--- config.mk ---
export PLATFORM = sky130hd
export DESIGN_NAME = tx_fifo_sequencer
export DESIGN_NICKNAME = d
export VERILOG_FILES = /design/src/rtl/tx_fifo_sequencer.sv
export SDC_FILE = /design/constraint.sdc
export NUM_CORES = 1
export LEC_CHECK = 0
export ABC_AREA = 0
export CORE_AREA = 2 2 82 84
export DETAILED_ROUTE_END_ITERATION = 7
export DIE_AREA = 0 0 84 86
export PLACE_DENSITY = 0.85
export SYNTH_ARGS = -nofsm -noshare
export SYNTH_HDL_FRONTEND = slang
export SYNTH_SLANG_ARGS = --single-unit
--- constraint.sdc ---
create_clock -name SysClk -period 2.7 [get_ports SysClk]
set_input_delay 0.27 -clock SysClk [delete_from_list [all_inputs] [get_ports SysClk]]
set_output_delay 0.27 -clock SysClk [all_outputs]
set_load 0.02 [all_outputs]
--- src/rtl/tx_fifo_sequencer.sv ---
// ----------------------------------------------------------------------------
// tx_fifo_sequencer
//   Transmit-side FIFO plus launch sequencer. The host pushes words on SysClk
//   into a 2**FIFO_WIDTH deep circular buffer. A three-state sequencer hands
//   the head word to TX_FSM with a level handshake: Transmit_Start_Out is held
//   until the synchronised Tx_Busy rises, and the word is popped once
//   Tx_Busy falls again. New launches are gated by CTS and BIST_Mode, but
//   only while idle; a launch in progress always runs to completion.
//
// Optional feature macro: TX_START_TIMEOUT_EN
//   When defined, START gives up after TIMEOUT_CYCLES without a Tx_Busy rise,
//   returns to IDLE without popping and pulses Tx_Timeout for one cycle.
//
// Ports
//   SysClk              system clock, all state on the rising edge
//   Rst                 asynchronous active-low reset
//   Push_Data           write strobe, one word per high cycle
//   Tx_Data_In          word to push
//   Clr_Overflow        clears the sticky FIFO_Overflow flag
//   CTS                 peer ready to receive
//   BIST_Mode           suppresses new launches
//   Tx_Busy             TX_FSM busy (baud domain), synchronised here
//   Tx_Data_Out         registered head word presented to TX_FSM
//   Transmit_Start_Out  launch request to TX_FSM
//   FIFO_Empty          occupancy == 0
//   FIFO_Full           occupancy == depth
//   FIFO_Overflow       sticky: push attempted while full with no pop
//   Tx_Count            current occupancy
//   Tx_Timeout          (optional) one-cycle pulse on START timeout
// ----------------------------------------------------------------------------
module tx_fifo_sequencer #(
   parameter int DATA_BITS      = 8,
   parameter int FIFO_WIDTH     = 3,
   parameter int TIMEOUT_CYCLES = 1024
) (
   input  logic                  SysClk,
   input  logic                  Rst,
   input  logic                  Push_Data,
   input  logic [DATA_BITS-1:0]  Tx_Data_In,
   input  logic                  Clr_Overflow,
   input  logic                  CTS,
   input  logic                  BIST_Mode,
   input  logic                  Tx_Busy,
   output logic [DATA_BITS-1:0]  Tx_Data_Out,
   output logic                  Transmit_Start_Out,
   output logic                  FIFO_Empty,
   output logic                  FIFO_Full,
   output logic                  FIFO_Overflow,
   output logic [FIFO_WIDTH:0]   Tx_Count
`ifdef TX_START_TIMEOUT_EN
   ,
   output logic                  Tx_Timeout
`endif
);

   localparam int DEPTH = 1 << FIFO_WIDTH;
   localparam logic [FIFO_WIDTH:0] DEPTH_C = {1'b1, {FIFO_WIDTH{1'b0}}};

   typedef enum logic [1:0] {IDLE, START, WAIT_DONE} state_t;

   state_t                  state, state_nxt;
   logic [DATA_BITS-1:0]    mem [DEPTH];
   logic [FIFO_WIDTH-1:0]   wr_ptr, rd_ptr;
   logic [FIFO_WIDTH:0]     count;
   logic                    busy_s1, busy_s2;
   logic                    launch, pop, push_ok, ovf_evt;

   // Tx_Busy comes from the baud-clock domain
   always_ff @(posedge SysClk or negedge Rst) begin
      if (!Rst) begin
         busy_s1 <= 1'b0;
         busy_s2 <= 1'b0;
      end else begin
         busy_s1 <= Tx_Busy;
         busy_s2 <= busy_s1;
      end
   end

   assign FIFO_Empty = (count == '0);
   assign FIFO_Full  = (count == DEPTH_C);
   assign Tx_Count   = count;

   assign launch  = (state == IDLE) && !FIFO_Empty && CTS && !BIST_Mode && !busy_s2;
   assign pop     = (state == WAIT_DONE) && !busy_s2;
   // A pop frees the slot this same cycle, so a push into a full FIFO is
   // still accepted when it coincides with a pop.
   assign push_ok = Push_Data && (!FIFO_Full || pop);
   assign ovf_evt = Push_Data && FIFO_Full && !pop;

`ifdef TX_START_TIMEOUT_EN
   logic [15:0] tmo_cnt;
   logic        tmo_hit;

   assign tmo_hit = (state == START) && !busy_s2 &&
                    (tmo_cnt == 16'(TIMEOUT_CYCLES - 1));

   always_ff @(posedge SysClk or negedge Rst) begin
      if (!Rst) begin
         tmo_cnt    <= '0;
         Tx_Timeout <= 1'b0;
      end else begin
         tmo_cnt    <= (state == START && !tmo_hit) ? tmo_cnt + 16'd1 : '0;
         Tx_Timeout <= tmo_hit;
      end
   end
`endif

   // ---------------- FSM: state register ----------------
   always_ff @(posedge SysClk or negedge Rst) begin
      if (!Rst) state <= IDLE;
      else      state <= state_nxt;
   end

   // ---------------- FSM: next state ----------------
   always_comb begin
      state_nxt = state;
      case (state)
         IDLE:      if (launch) state_nxt = START;
         START: begin
            if (busy_s2) state_nxt = WAIT_DONE;
`ifdef TX_START_TIMEOUT_EN
            else if (tmo_hit) state_nxt = IDLE;
`endif
         end
         WAIT_DONE: if (!busy_s2) state_nxt = IDLE;
         default:   state_nxt = IDLE;
      endcase
   end

   // ---------------- FSM: outputs ----------------
   always_comb begin
      Transmit_Start_Out = 1'b0;
      if (state == START) Transmit_Start_Out = 1'b1;
   end

   // ---------------- storage ----------------
   always_ff @(posedge SysClk) begin
      if (push_ok) mem[wr_ptr] <= Tx_Data_In;
   end

   always_ff @(posedge SysClk or negedge Rst) begin
      if (!Rst) begin
         wr_ptr        <= '0;
         rd_ptr        <= '0;
         count         <= '0;
         FIFO_Overflow <= 1'b0;
         Tx_Data_Out   <= '0;
      end else begin
         if (push_ok) wr_ptr <= wr_ptr + FIFO_WIDTH'(1);
         if (pop)     rd_ptr <= rd_ptr + FIFO_WIDTH'(1);
         case ({push_ok, pop})
            2'b10:   count <= count + (FIFO_WIDTH+1)'(1);
            2'b01:   count <= count - (FIFO_WIDTH+1)'(1);
            default: count <= count;
         endcase
         // overflow event beats a same-cycle clear
         if (ovf_evt)           FIFO_Overflow <= 1'b1;
         else if (Clr_Overflow) FIFO_Overflow <= 1'b0;
         // head word captured on launch, held through START/WAIT_DONE
         if (launch) Tx_Data_Out <= mem[rd_ptr];
      end
   end

endmodule
### Word level (Yosys, flattened, before mapping)

Memory sizes are Yosys's and may differ from the RTL's. A register that Yosys moved wholly into a read port is not among the register bits.
Cells that the tools add are included.

* output and inout port bits: 16
* word-level logic and storage cells: 50
* input bits: 15
* bits in registers: 15
* memories kept: 1
* memory bits (writable): 64

Memory list
* mem: words 8, bits a word 8, rd ports 1, clocked after Yosys merged registers in 1, wr ports 1, line 62 `logic [DATA_BITS-1:0] mem [DEPTH];`

* eq/ne operators: 8
* reduce and logical (&&, ||, !) cells: 20
* muxes and demuxes: 10
* add/subtract/negate cells: 4

Operators by type and width (count)
* $logic_and A1 B1 Y1: 8
* $pmux W4 S2: 1
* $add A3 B1 Y3 const B: 2
* $logic_not A1 Y1: 6
* $mux W2: 3
* $ne A2 B2 Y1 const B: 3
* $pmux W2 S3: 1
* $mux W1: 5
* $add A4 B1 Y4 const B: 1
* $eq A2 B1 Y1 const B: 2
* $eq A2 B2 Y1 const B: 2
* $eq A4 B4 Y1 const B: 1
* $logic_not A4 Y1: 1
* $reduce_bool A2 Y1: 2
* $sub A4 B1 Y4 const B: 1
* $reduce_and A3 Y1: 1
* $logic_not A2 Y1: 1
* $logic_or A1 B1 Y1: 1

### Longest topological paths before layout

Gate-level depths: netlist of the first run.

* depth in word-level cells: 8
* depth in mapped cells: 10
* gate-level depth less buffers: 9

### Worst setup path before layout of the first run

No wires, ideal clock.

* path type: reg2reg
* start point: register count[1], in the netlist Tx_Count[1]
* end point: register count[2], in the netlist Tx_Count[2]
* data required time: 2.565 ns
* path slack: 0.189 ns
* buffers on the path: 1
* arrival: 2.376 ns
* cell stages (with the launch flop): 11
* library setup time: 0.135 ns
* clock period less this slack: 2.511 ns
* cells stage by stage: dfrtp_1 > buf_6 > or4b_4 > o21ai_4 > ha_1 > xor2_1 > ha_1 > a21oi_1 > xor2_1 > nor2_1 > xor2_1

* cells in the longest elaborated chain, start to end: 6
* elaborated cells on any way between the ends: 10
* classes of those cells: 2 x add/sub; 3 x eq/ne; 1 x mux; 4 x reduce/logical

Ends and longest elaborated chain
* start, declared: line 64 `logic [FIFO_WIDTH:0] count;`
* start signal, assigned: line 152 `2'b10: count <= count + (FIFO_WIDTH+1)'(1);`
* start signal, assigned: line 153 `2'b01: count <= count - (FIFO_WIDTH+1)'(1);`
* start signal, assigned: line 154 `default: count <= count;`
* $eq A4 B4 Y1: line 80 `assign FIFO_Full = (count == DEPTH_C);`
* $logic_not A1 Y1: line 87 `assign push_ok = Push_Data && (!FIFO_Full || pop);`
* $logic_or A1 B1 Y1: line 87
* $logic_and A1 B1 Y1: line 87
* $eq A2 B1 Y1 or $eq A2 B2 Y1 (tied branches): line 151 `case ({push_ok, pop})`
* $pmux W4 S2 or $reduce_bool A2 Y1 (tied branches)

Several ways; a longest one is shown, not always the timed one.
A chain may end at the register's enable or synchronous reset.

### Worst setup path in the final report of the first run

* start point: register count[0], in the netlist Tx_Count[0]
* end point: output FIFO_Empty

* cells in the longest elaborated chain, start to end: 1

Ends and longest elaborated chain
* $logic_not A4 Y1: line 79 `assign FIFO_Empty = (count == '0);`
* end, declared: line 46 `output logic FIFO_Empty,`

No other way between the ends.

==> impl_metrics.toml, run 1 <==
[setup_path]
reg2reg_depth = 9
critical_path_required_ns = 2.43
critPathLaunchType = "flop"
cp_data_arrival_time_ns = 2.15
crit_end = "FIFO_Empty"
r2r_setup_slack_ns = 0.31
r2r-start = "Tx_Count[0]"
cp_top_family = "buffers and inverters"
crit_cells = 2
crit_start = "Tx_Count[0]"
path_buf_inv = 1
crit_chain = "nor4_1 -> clkdlybuf4s50_1"
cp_slowest_stage_delay_ns = 0.73
r2r_end = "Tx_Count[2]"
cp_max_fo = 7
slowest_stage = "clkdlybuf4s50_1"
criticalPathCategory = "reg2out"
endpoint_kind = "primary output"

[yosys]
syn_area_sq_mm = 0.00350
ys_types = 35
avgSynthCellArea_sq_um = 18.3
synth.yosys.seq_area_share = 0.713
synth_seq_cells = 87
syn-num-nets = 211
synth_warnings = 0
synth_ff_type = "edfxtp_1"
synthArstFlopShare = 0.264
synth_edf_count = 64
postSynthCellCount = 191

[die]
num_io_pins = 31
rows = 29
start_util = 0.558
core-area_sq_mm = 0.00628
die_h_um = 86
die_w_um = 84
dieArea_sq_mm = 0.00722

[placed_design]
gp_congestion = 0.864
dp_hpwl_mm = 3.86
place_area_sq_mm = 0.00393
pre_cts_slack_ns = 0.317
port_buffers = 30

[power_and_ir_drop]
powerDensity_mw_per_mm2 = 1020
p_leak_nw = 1.46
p_total_w = 0.00422
ir_worst_vdd_uv = 679

[cts]
cts_tree = "yes"
insertion_delay_ns = 0.35
clk_pin_slew_ns = 0.08
ctsResizeCount = 0
htree_levels = 3
clock_path_buffers = 2
cts_hold_buf = 0
cts_buffers = 9
post_cts_buffers = 0
clkSinkCount = 87
ctsRootBufferMaster = "clkbuf_8"

[layout]
antenna_cells = 0
multiInputGateArea_sq_um = 936
regArea_sq_mm = 0.00250
nNetsFinal = 255
fillCellCount = 445
fin_area_sq_mm = 0.00413
drive_gt1_frac = 0.213
area_growth_pct = 17.8

[timing]
drv_slew = 0
rsz0062_at_grt = "false"
clock-skew-final_ns = 0.00800
worst_slew_pin_slew_ns = 1.01
max_slew_margin = 0.324
min_period_over_period = 0.895
finalSetupTns_ns = 0
hold_ws_ns = 0.362
timing.fmax_mhz = 414
finalSetupViolCount = 0
layout_setup_ws_ns = 0.283
min_period_ns = 2.42
hold_viol = 0

[global_route]
grt_max_degree = 24
grt_pass1_vias = 1840
grt_overflow_total = 0
antenna_found_initial = 0
grt.total_usage = 0.177
grt_pass1_wl_mm = 9.37

[route]
vias_per_cell = 5.53
antenna_violating_nets_post_route = 0
routed.top_layer = "met4"
drt_pass1_iterations = 5
wl_mm = 5.86
met1_length_mm = 2.50
drc = 0
routedWlPerCell_um = 18.5
drt_iter0_drc = 142
vias = 1753
wl_met3_um = 211
dr_wl_met2_mm = 3.06

[job]
cap_violations = 0

[run_status]
outcome = "completed"

[hold_path]
hold_path.class = "in2reg"
==> through the flow <==
stage	instances	util
after floorplan	191	-
after global placement	301	0.626
after detailed placement	301	0.626
after CTS	317	0.657
after global routing	317	0.657
final	317	0.657
==> cell families (layout without fill, tap and decap cells) <==
group | Yosys count | count (layout) | synth area share
compound gates | 15 | 15 | 0.0275
flops | 87 | 87 | 0.713
simple gates | 34 | 34 | 0.0604
buf+inv | 13 | 62 | 0.0200
fa+ha+maj | 5 | 5 | 0.0179
mux | 27 | 27 | 0.136
xor+xnor | 10 | 10 | 0.0250
==> flip-flops by register name, summed over array words and instances (netlist names) <==
name	count
busy_s1	1
busy_s2	1
mem	64
rd_ptr	3
state	2
FIFO_Overflow	1
wr_ptr	3
Tx_Count	4
Tx_Data_Out	8
==> cells in the mapped netlist (2+ instances only) <==
cell      instances  share of area
edfxtp_1         64           0.55
dfrtp_1          23           0.16
mux4_2           16           0.10
nor2_1           14          0.015
a21oi_1           9          0.013
mux2i_1           8          0.023
inv_1             6         0.0064
ha_1              5          0.018
xnor2_1           5          0.012
xor2_1            5          0.012
nor3_1            4         0.0057
buf_6             2         0.0064
mux2_2            2         0.0064
nand2_1           2         0.0021
nand2b_1          2         0.0036
nor2b_1           2         0.0036
nor4_1            2         0.0036
o21ai_0           2         0.0029
or4b_4            2         0.0079
==> cell usage in the layout, fill, tap and decap left out, drive strengths merged <==
cell type      Yosys  layout
bufinv             0       1
or4b               2       2
nand2b             2       2
nor3b              2       2
a21oi             10      10
and3b              1       1
nor3               5       5
clkbuf             2      10
inv                6       7
nor2              14      14
o32ai              1       1
buf                5      10
mux4              16      16
dfrtp             23      23
or2                1       1
clkinvlp           0       1
ha                 5       5
o21ai              3       3
xor2               5       5
nor2b              2       2
clkdlybuf4s50      0      30
mux2i              8       8
a21o               1       1
nand2              2       2
clkinv             0       3
xnor2              5       5
nor4               2       2
nand3b             1       1
edfxtp            64      64
mux2               3       3
==> report_power, final <==
group	switching (W)	internal, W	leakage (nW)
sequential	0.000257	0.00173	0.853
combinational	0.000621	0.000712	0.513
clock	0.000457	0.000434	0.0960
==> how the worst min path moves through the flow <==
stage	startpoint	end	cells past startpoint
2_1_floorplan	Rst	FIFO_Overflow	0
3_3_place_gp	busy_s1	busy_s2	0
3_5_place_dp	busy_s1	busy_s2	0
4_1_cts	Tx_Busy	busy_s1	1
5_1_grt	Tx_Busy	busy_s1	1
6_report	Tx_Busy	busy_s1	1
==> layout make-up <==
| type | count | area share |
|---|---|---|
| tap | 77 | 0.0234 |
| multi-input combinational | 91 | 0.227 |
| sequential | 87 | 0.605 |
| inverter | 6 | 0.00546 |
| timing repair buffer | 40 | 0.0910 |
| clock inverter | 6 | 0.0170 |
| clock buffer | 10 | 0.0309 |
==> layer usage <==
metal,up-vias,GRT usage
li1,819,-
met1,892,0.226
met2,34,0.300
met3,8,0.0337
met4,0,0.0777
met5,-,0
(Power assumes the default switching activity.)
==> run 2: changes to the inputs <==
CTS_CLUSTER_SIZE = 20   (was unset)
SLEW_MARGIN = 20   (was unset)
==> run 2 against run 1 <==
Sequential cell count unchanged; die area unchanged; largest cell class unchanged; cell area increased by 0.12%; combinational power about the same.
==> impl_metrics.toml, run 2 (same netlist as run 1, synthesis figures left out) <==
[placed_design]
port_buffers = 30
dp_hpwl_mm = 3.86
gp_congestion = 0.864
place_area_sq_mm = 0.00393
dp_cells = 301

[cts]
cts_hold_buf = 0
ctsResizeCount = 0
ctsRootBufferMaster = "clkbuf_8"
cts_buffers = 9
clock_path_buffers = 2
clk_pin_slew_ns = 0.08
insertion_delay_ns = 0.36
clkSinkCount = 87
post_cts_buffers = 0
cts_tree = "yes"
htree_levels = 3

[route]
antenna_violating_nets_post_route = 0
vias = 1751
wl_mm = 5.88
vias_per_cell = 5.51
drt_pass1_iterations = 5
routedWlPerCell_um = 18.5
drc = 0
drt_iter0_drc = 124

[die]
start_util = 0.558
rows = 29
die_w_um = 84
dieArea_sq_mm = 0.00722
num_io_pins = 31
core-area_sq_mm = 0.00628
die_h_um = 86

[setup_path]
cp_max_fo = 7
crit_start = "Tx_Count[0]"
slowest_stage = "clkdlybuf4s50_1"
reg2reg_depth = 9
endpoint_kind = "primary output"
critPathLaunchType = "flop"
criticalPathCategory = "reg2out"
critical_path_required_ns = 2.43
crit_chain = "nor4_1 -> clkdlybuf4s50_1"
cp_slowest_stage_delay_ns = 0.73
r2r-start = "Tx_Count[0]"
cp_data_arrival_time_ns = 2.15

[power_and_ir_drop]
p_comb_frac = 0.317
ir_worst_vdd_uv = 681
intPower_w = 0.00288
seqPwrFrac = 0.472
switching_share = 0.317
powerDensity_mw_per_mm2 = 1020
switching_power_w = 0.00134
p_leak_nw = 1.47
p_clk_frac = 0.212

[layout]
drive_gt1_frac = 0.216
final_cell_mix = "64 x edfxtp_1, 29 x clkdlybuf4s50_1, 23 x dfrtp_1"
final_common_cell = "edfxtp_1"
regArea_sq_mm = 0.00250
nNetsFinal = 256
final_cells = 318
area_growth_pct = 17.9
fin_area_sq_mm = 0.00413
largest_register_ffs = 64
antenna_cells = 0
fin_util = 0.658
largest_register = "mem"
fillCellCount = 444
multiInputGateArea_sq_um = 936

[timing]
finalSetupTns_ns = 0
max_slew_margin = 0.448
drv_slew = 0
timing.fmax_mhz = 414
rsz0062_at_grt = "false"
hold_viol = 0
worst_slew_pin_slew_ns = 0.827
hold_ws_ns = 0.360
min_period_over_period = 0.895
finalSetupViolCount = 0
min_period_ns = 2.42
clock-skew-final_ns = 0.00824

[job]
cap_violations = 0

[global_route]
grt_max_degree = 24
grt.total_usage = 0.177
grt_pass1_vias = 1840
grt_overflow_total = 0
antenna_found_initial = 0
grt_pass1_wl_mm = 9.37

[run_status]
outcome = "completed"

[hold_path]
worstHoldStart = "Tx_Busy"
hold_path.class = "in2reg"
holdPathStages = 1
==> run 2: cell types whose count changed in the layout (fill, tap and decap cells not counted), sizes merged <==
cell           delta
clkdlybuf4s50     -1
buf               +1
dlygate4sd3       +1
==> run 2: worst paths after layout <==
kind	endpoint	slack [ns]
max	FIFO_Empty	0.28
min	busy_s1	0.36
max reg2reg	Tx_Count[2]	0.31
min reg2reg	busy_s2	0.37
max in group asynchronous	wr_ptr[1]	1.94
min in group asynchronous	Tx_Data_Out[6]	0.41
==> run 2: critical path, delay by kind of cell (launching register included) <==
| kind | cells | cell delay (ns) |
|---|---|---|
| buf+inv | 1 | 0.73 |
| simple gates | 1 | 0.61 |
| flops | 1 | 0.45 |
==> run 2: final cells by class <==
| cell class | instances | area share |
|---|---|---|
| sequential | 87 | 0.605 |
| timing repair buffer | 41 | 0.0921 |
| clock inverter | 6 | 0.0170 |
| clock buffer | 10 | 0.0309 |
| multi-input combinational | 91 | 0.227 |
| tap | 77 | 0.0233 |
| inverter | 6 | 0.00545 |
==> run 2: metrics by stage <==
step           setup WS [ns]  power [W]
6_report               0.283    0.00422
3_3_place_gp           0.389    0.00330
5_1_grt                0.128    0.00444
4_1_cts                0.229    0.00427
2_1_floorplan          0.189    0.00288
3_5_place_dp           0.317    0.00338
==> run 2: metal layers <==
layer,up-vias,GRT usage,part of all wire
met5,-,0,0
met4,0,0.0777,0.016
met3,8,0.0337,0.029
met2,33,0.300,0.52
met1,890,0.226,0.43
li1,820,-,-
==> run 2: power by group through the flow <==
stage                     logic [W]  clock network (W)  registers, W
after floorplan            0.000872                  0       0.00201
after global placement      0.00131                  0       0.00200
after detailed placement    0.00136                  0       0.00202
after CTS                   0.00136           0.000916       0.00199
after global routing        0.00145           0.000964       0.00203
final                       0.00134           0.000893       0.00199
